## src/rtl/button_conditioner.sv

```systemverilog
// Push-button front end: per-channel synchronizer, counter debouncer, press/release
// pulse generator and optional hold-to-repeat for the stopwatch controls.
module button_conditioner #(
  parameter int                 NUM_BTN         = 3,
  parameter int                 DEBOUNCE_CYCLES = 1000000,
  parameter logic [NUM_BTN-1:0] REPEAT_MASK     = 3'b100,
  parameter int                 REPEAT_DELAY    = 50000000,
  parameter int                 REPEAT_RATE     = 20000000,
  parameter int                 CNT_W           = 26
) (
  input  logic               clock,
  input  logic               reset,
  input  logic [NUM_BTN-1:0] btn_raw,
  output logic [NUM_BTN-1:0] btn_level,
  output logic [NUM_BTN-1:0] btn_press,
  output logic [NUM_BTN-1:0] btn_release
);

  localparam logic [CNT_W-1:0] DB_LAST = CNT_W'(DEBOUNCE_CYCLES - 1);
  localparam logic [CNT_W-1:0] RD_LAST = CNT_W'(REPEAT_DELAY - 1);
  localparam logic [CNT_W-1:0] RR_LAST = CNT_W'(REPEAT_RATE - 1);
  localparam logic [CNT_W-1:0] CNT_ONE = CNT_W'(1);

  typedef enum logic [1:0] {
    RP_IDLE   = 2'd0,
    RP_DELAY  = 2'd1,
    RP_REPEAT = 2'd2
  } rp_state_e;

  genvar gi;
  generate
    for (gi = 0; gi < NUM_BTN; gi++) begin : g_ch
      logic             sync1_q, sync2_q;
      logic             level_q, level_d;
      logic             press_q, press_d;
      logic             release_q, release_d;
      logic [CNT_W-1:0] db_cnt_q, db_cnt_d;
      logic [CNT_W-1:0] rp_cnt_q, rp_cnt_d;
      rp_state_e        rp_state_q, rp_state_d;
      logic             rise, fall, rep_fire;

      // Debouncer: any agreement between sync2 and the level restarts the count.
      always_comb begin
        level_d  = level_q;
        db_cnt_d = '0;
        rise     = 1'b0;
        fall     = 1'b0;
        if (sync2_q != level_q) begin
          if (db_cnt_q == DB_LAST) begin
            level_d = sync2_q;
            rise    = sync2_q;
            fall    = ~sync2_q;
          end else begin
            db_cnt_d = db_cnt_q + CNT_ONE;
          end
        end
      end

      always_comb begin
        rp_state_d = rp_state_q;
        rp_cnt_d   = rp_cnt_q;
        rep_fire   = 1'b0;
        case (rp_state_q)
          RP_IDLE: begin
            if (rise) begin
              rp_state_d = RP_DELAY;
              rp_cnt_d   = '0;
            end
          end
          RP_DELAY: begin
            if (fall) begin
              rp_state_d = RP_IDLE;
              rp_cnt_d   = '0;
            end else if (rp_cnt_q == RD_LAST) begin
              rep_fire   = 1'b1;
              rp_cnt_d   = '0;
              rp_state_d = RP_REPEAT;
            end else begin
              rp_cnt_d = rp_cnt_q + CNT_ONE;
            end
          end
          RP_REPEAT: begin
            // A release on the same edge as a due repeat wins; the repeat is dropped.
            if (fall) begin
              rp_state_d = RP_IDLE;
              rp_cnt_d   = '0;
            end else if (rp_cnt_q == RR_LAST) begin
              rep_fire = 1'b1;
              rp_cnt_d = '0;
            end else begin
              rp_cnt_d = rp_cnt_q + CNT_ONE;
            end
          end
          default: begin
            rp_state_d = RP_IDLE;
            rp_cnt_d   = '0;
          end
        endcase
        if (!REPEAT_MASK[gi]) begin
          rp_state_d = RP_IDLE;
          rp_cnt_d   = '0;
          rep_fire   = 1'b0;
        end
      end

      always_comb begin
        press_d   = rise | rep_fire;
        release_d = fall;
      end

      always_ff @(posedge clock or posedge reset) begin
        if (reset) begin
          sync1_q    <= 1'b0;
          sync2_q    <= 1'b0;
          level_q    <= 1'b0;
          press_q    <= 1'b0;
          release_q  <= 1'b0;
          db_cnt_q   <= '0;
          rp_cnt_q   <= '0;
          rp_state_q <= RP_IDLE;
        end else begin
          sync1_q    <= btn_raw[gi];
          sync2_q    <= sync1_q;
          level_q    <= level_d;
          press_q    <= press_d;
          release_q  <= release_d;
          db_cnt_q   <= db_cnt_d;
          rp_cnt_q   <= rp_cnt_d;
          rp_state_q <= rp_state_d;
        end
      end

      assign btn_level[gi]   = level_q;
      assign btn_press[gi]   = press_q;
      assign btn_release[gi] = release_q;
    end
  endgenerate

endmodule

```

## config.mk

```make
export PLATFORM = sky130hd
export DESIGN_NAME = button_conditioner
export DESIGN_NICKNAME = d
export VERILOG_FILES = /design/src/rtl/button_conditioner.sv
export SDC_FILE = /design/constraint.sdc
export NUM_CORES = 1
export LEC_CHECK = 0
export BUFFER_PORTS_ARGS = -buffer_cell sky130_fd_sc_hd__buf_2
export CORE_ASPECT_RATIO = 2
export CORE_UTILIZATION = 55
export DETAILED_ROUTE_END_ITERATION = 10
export PLACE_DENSITY_LB_ADDON = 0.1
export SLEW_MARGIN = 20
export SYNTH_ARGS = -nofsm -noshare
export SYNTH_HDL_FRONTEND = slang
export SYNTH_SLANG_ARGS = --single-unit
```

## constraint.sdc

```tcl
create_clock -name clock -period 3.3 [get_ports clock]
set_input_delay 0 -clock clock [delete_from_list [all_inputs] [get_ports clock]]
set_output_delay 0 -clock clock [all_outputs]
set_load 0.05 [all_outputs]
```

Word-level counts from Yosys, hierarchy flattened. Index checks and enable logic that the tools add are counted.

Eq/ne operators: 13. Add/subtract/negate cells: 4. Bitwise logic cells: 4. Reductions and logical operators: 5. Mux-type cells: 34.

Operators with widths (count): 26-bit two-way mux (11); 26-bit by 1-bit adder with 26-bit output (second input constant) (4); 26-bit by 20-bit == test with 1-bit output (second input constant) (3); 26-bit case mux with 3 select lines (1); 26-bit by 25-bit == test with 1-bit output (second input constant) (1); 26-bit == test (second input constant) (1); 1-bit two-way mux (16); 2-bit two-way mux (4); 2-bit case mux with 3 select lines (1); 2-bit AND reduction (3); 2-bit inequality test (second input constant) (2); 1-bit inequality test (3); 3-bit inequality test (second input constant) (1); 1-bit NOT (3); 3-bit AND reduction (1); 2-bit by 1-bit == test with 1-bit output (second input constant) (1); 2-bit == test (second input constant) (1); 2-bit zero test (1); 1-bit case mux with 2 select lines (1); 1-bit bitwise OR (1).

Register bits: 121. Input port bits: 5. Output and inout bits: 9. Word-level logic and storage cells: 80.

Longest topological paths before layout.
Word-level depth: 6. Mapped depth: 9. Mapped depth without buffers: 7.

Least setup slack after synthesis. OpenSTA, ideal clock, no wires.

Kind: register to register. From: register g_ch[2].rp_cnt_q[7]. To: register g_ch[2].rp_cnt_q[21]. Required time: 3.182 ns. Stages on the path, launching flop included: 8. Setup time: 0.118 ns. Period minus slack after synthesis: 2.463 ns. Setup slack: 0.837 ns. Arrival time: 2.345 ns. Buffers on the path: 1. Cell sequence: dfrtp_1 -> or4_1 -> or4_4 -> o21a_1 -> o21a_1 -> buf_2 -> a21o_1 -> a21o_1.

Longest elaborated chain between the ends: 4. Elaborated cells on any way between the ends: 8. Classes of those cells: add/sub: 1; eq/ne: 2; mux: 5.

Ends and longest elaborated chain: start, declared (RTL line 38) `logic [CNT_W-1:0] rp_cnt_q, rp_cnt_d;`; start signal, assigned (RTL line 128) `rp_cnt_q <= rp_cnt_d;`; 26-bit by 1-bit adder with 26-bit output, or another cell as far along (RTL line 79, 91); 26-bit two-way mux (on tied branches) (RTL line 87, 74); 26-bit two-way mux (on tied branches) (RTL line 84, 71); 26-bit case mux with 3 select lines * (RTL line 63) `case (rp_state_q)`.

Every way passes the cells marked *; elsewhere a longest branch is shown, timed or not. A chain may end at the register's enable or synchronous reset.

Worst setup path in the final report.
From: register g_ch[2].rp_cnt_q[7]. To: register g_ch[2].rp_cnt_q[22].

Same word-level chain as after synthesis.

==> key figures <==
Floorplanning
  • Area of the die: ~11,000 µm²
  • Die extent in x: about 76 µm
  • I/O pins: 14
  • Initial Util: 0.568
  • Num rows: between 50 and 60
  • Die height: ~150 µm
  • Core area: roughly 11,000 µm²

Power
  • Maximum vdd ir drop: 368 µV
  • Comb power frac: 0.023
  • Net Switching: between 0.6 and 0.7 mW
  • Sw frac: 0.211
  • Internal: around 2.5 mW
  • Static Leak: 2.97 nW
  • Register share of total power: 0.486
  • P per Cell Area: between 400 and 500 nW/µm²
  • Clock Power Share: 0.491

Global route
  • Grt total ovfl: 0
  • Met1 global-route usage: 0.263
  • Largest net degree at the start of global routing: just over 70
  • Global-route wire length before repair: approximately 21,000 µm
  • Gr busiest metal: met2
  • M3 GR Usage: 0.0512
  • Number of global-route vias before repair: 4,634
  • Global Route met2 Usage: 0.435
  • Antenna violations before repair: 0
  • All-Layer GR Usage: 0.239

STA
  • Slew @ Worst Pin: between 0.8 and 0.9 ns
  • FMAX: 370 MHz
  • Setup TNS: 0 ns
  • Unrepaired setup endpoints after global routing: false
  • Final hold violation count: 0
  • Endpoints failing setup: 0
  • Tmin final: ~2.7 ns
  • Clock Skews: 0.00667 ns
  • Slew headroom: 0.413
  • Final Max Slew Viols: 0
  • Final period utilization: 0.819
  • Final worst setup slack: 0.599 ns

Drt
  • DR pass1 iterations: 5
  • Via density: 5.90
  • DRC violations left: 0
  • Initial DRC count: 216
  • Routed wire length: roughly 13,000 µm
  • ANT nets after route: 0
  • Routed wire per std cell: roughly 16 µm
  • Vias: between 4,000 and 5,000

Cells and area
  • Fillers: slightly above 900
  • Final std cell area, no fill: ~6700 µm²
  • Antenna diodes: 0
  • Area Overhead vs Synth: 11.2%
  • Commonest cells after routing, fill and taps aside: dfrtp_1, nor2_1, nand2_1, xor2_1, nand3_1
  • Most common cell after layout, fill and taps aside: dfrtp_1
  • Ratio of cells with drive above 1 in the final layout: 0.0797
  • Nets: ~650

Worst setup path
  • Critical Path Start Type: register
  • Slowest CP cell: or4_1
  • Critical path, cell by cell: or4_1, or4_4, o21a_1, o21a_1, buf_4, a21o_1, a21o_1
  • Critical Path AT: 2.99 ns
  • Crit path required time: around 3.6 ns
  • Crit end category: register
  • Crit-path max FO: 18
  • CP peak stage delay: between 0.5 and 0.6 ns
  • Crit Path Category: register to register

Placement
  • Setup slack at placement: about 0.64 ns
  • Post-DP HPWL: 8480 µm
  • Number of buffers inserted by port buffering: 13
  • Gpl congestion: between 0.8 and 0.9
  • Placed inst area: between 6000 and 7000 µm²

Synthesis
  • Area contributors post-synth: dfrtp_1, xor2_1, nor2_1, nand3_1, nand2_1
  • Yosys reg bits: 121
  • Post-synthesis mux area share: 0.00374
  • Post-synth EDFFs: 0
  • Post-synthesis sequential area ratio: 0.502
  • Synthesized net count: about 630
  • Leading area contributor after synthesis: dfrtp_1
  • Area share of xor/xnor cells in the synthesized design: 0.103
  • Post-synthesis adder-cell area fraction: 0.0145
  • Ys flop type: dfrtp_1
  • Synth Area in Compound Gates: 0.0735
  • Fraction of registers with async set/reset: 1.00
  • Synth Area per Inst: between 9 and 10 µm²
  • Synth Area in Simple Gates: 0.270
  • Yosys cell types: 49
  • Mapped Cells: around 620
  • Largest family of logic cells by synthesized area: simple AND/OR/NAND/NOR gates
  • Ys Warns: 0
  • Yosys top cell area share: 0.502
  • Mapped Area: approximately 6000 µm²

Clock tree
  • Inserted Clock Buffers: 17
  • H-tree depth: 4
  • CTS resizes: 0
  • Root Buffer: clkbuf_16
  • # clock sinks: between 100 and 150
  • Clock-pin slew on the worst setup and hold paths: ~0.050 ns
  • Setup bufs post-CTS: 0
  • Worst skew pair latency: roughly 0.40 ns
  • CTS tree: yes
  • Worst-case clock buffer depth: 2

Min path
  • Type of the worst min-delay path: primary input to register

Flow run
  • Number of max-cap violations: 0

Status
  • Outcome: finished, final reports clean
-- critical path, delay by kind of cell (launching register included) --
family,cells,cell delay (ns)
compound gates,4,0.81
buf+inv,1,0.22
flops,1,0.45
simple gates,2,1.11
-- Yosys cell counts (all sizes together), types with 8 or more instances --
| library cell | count |
|---|---|
| o311ai | 8 |
| or3 | 8 |
| nand2 | 57 |
| nor2 | 82 |
| xnor2 | 16 |
| nand3 | 52 |
| o21ai | 14 |
| dfrtp | 121 |
| and3 | 26 |
| a21oi | 8 |
| nor3 | 12 |
| inv | 12 |
| buf | 12 |
| nand4 | 21 |
| xor2 | 55 |
| and4 | 12 |
| clkbuf | 19 |
| and2 | 8 |
-- per-stage QoR --
stage / total power [mW] / std cells / hold slack, ns / utilization
3_5_place_dp: 1.61 / 748 / 0.110 / 0.583
2_1_floorplan: 1.58 / 621 / 0.0314 / -
5_1_grt: 3.22 / 777 / 0.242 / 0.631
6_report: 3.11 / 777 / 0.241 / 0.631
4_1_cts: 3.15 / 777 / 0.222 / 0.631
3_3_place_gp: 1.60 / 748 / 0.108 / 0.583
-- path summary, 6_finish.rpt --
| path | startpoint | to | slack, ns | cells past startpoint |
|---|---|---|---|---|
| max reg2reg | g_ch[2].rp_cnt_q[7] | g_ch[2].rp_cnt_q[22] | 0.60 | 7 |
| min | btn_raw[2] | g_ch[2].sync1_q | 0.24 | 2 |
| max in group asynchronous | reset | g_ch[0].db_cnt_q[2] | 2.17 | 4 |
| max | g_ch[2].rp_cnt_q[7] | g_ch[2].rp_cnt_q[22] | 0.60 | 7 |
| min in group asynchronous | reset | g_ch[2].rp_cnt_q[20] | 0.35 | 3 |
| min reg2reg | g_ch[0].sync1_q | g_ch[0].sync2_q | 0.35 | 0 |
-- state kept, by name, indices dropped and copies added, names as in the netlist --
name             flops
g_ch.db_cnt_q       78
g_ch.release_q       3
g_ch.rp_state_q      2
g_ch.sync1_q         3
g_ch.rp_cnt_q       26
g_ch.press_q         3
g_ch.sync2_q         3
g_ch.level_q         3
-- metal layers --
layer	share of wire	routed length (µm)
met4	0.017	216
met5	0	0
met1	0.40	5010
met3	0.021	258
met2	0.56	7030
-- layout make-up --
class	count	area, µm²	share of cell area
clock buffer	18	439	0.0656
clock inverter	7	35.0	0.00523
multi-input combinational	457	2800	0.418
tap	137	171	0.0256
timing repair buffer	25	178	0.0265
sequential	121	3030	0.452
inverter	12	47.5	0.00710
-- power by group through the flow --
stage | clock network, mW | logic [mW] | registers [mW]
finish | 1.53 | 0.0703 | 1.51
global route | 1.62 | 0.0819 | 1.51
CTS | 1.57 | 0.0735 | 1.51
detailed placement | 0 | 0.0694 | 1.54
global placement | 0 | 0.0679 | 1.54
floorplan | 0 | 0.0479 | 1.53
-- repair_timing --
item                                    CTS  global route
hold buffers                              4             0
endpoints found under the hold margin    72             0
endpoints found under the setup margin    0             0
-- kinds of logic after synthesis --
kind of cell | count (synthesis)
and+or+nand+nor | 314
DFF | 121
xor gates and xnor gates | 71
AOI/OAI and AO/OA | 63
buffers and inverters | 43
adders and majority gates | 7
muxes | 2
Note: power is estimated with default switching activity, not from simulation.
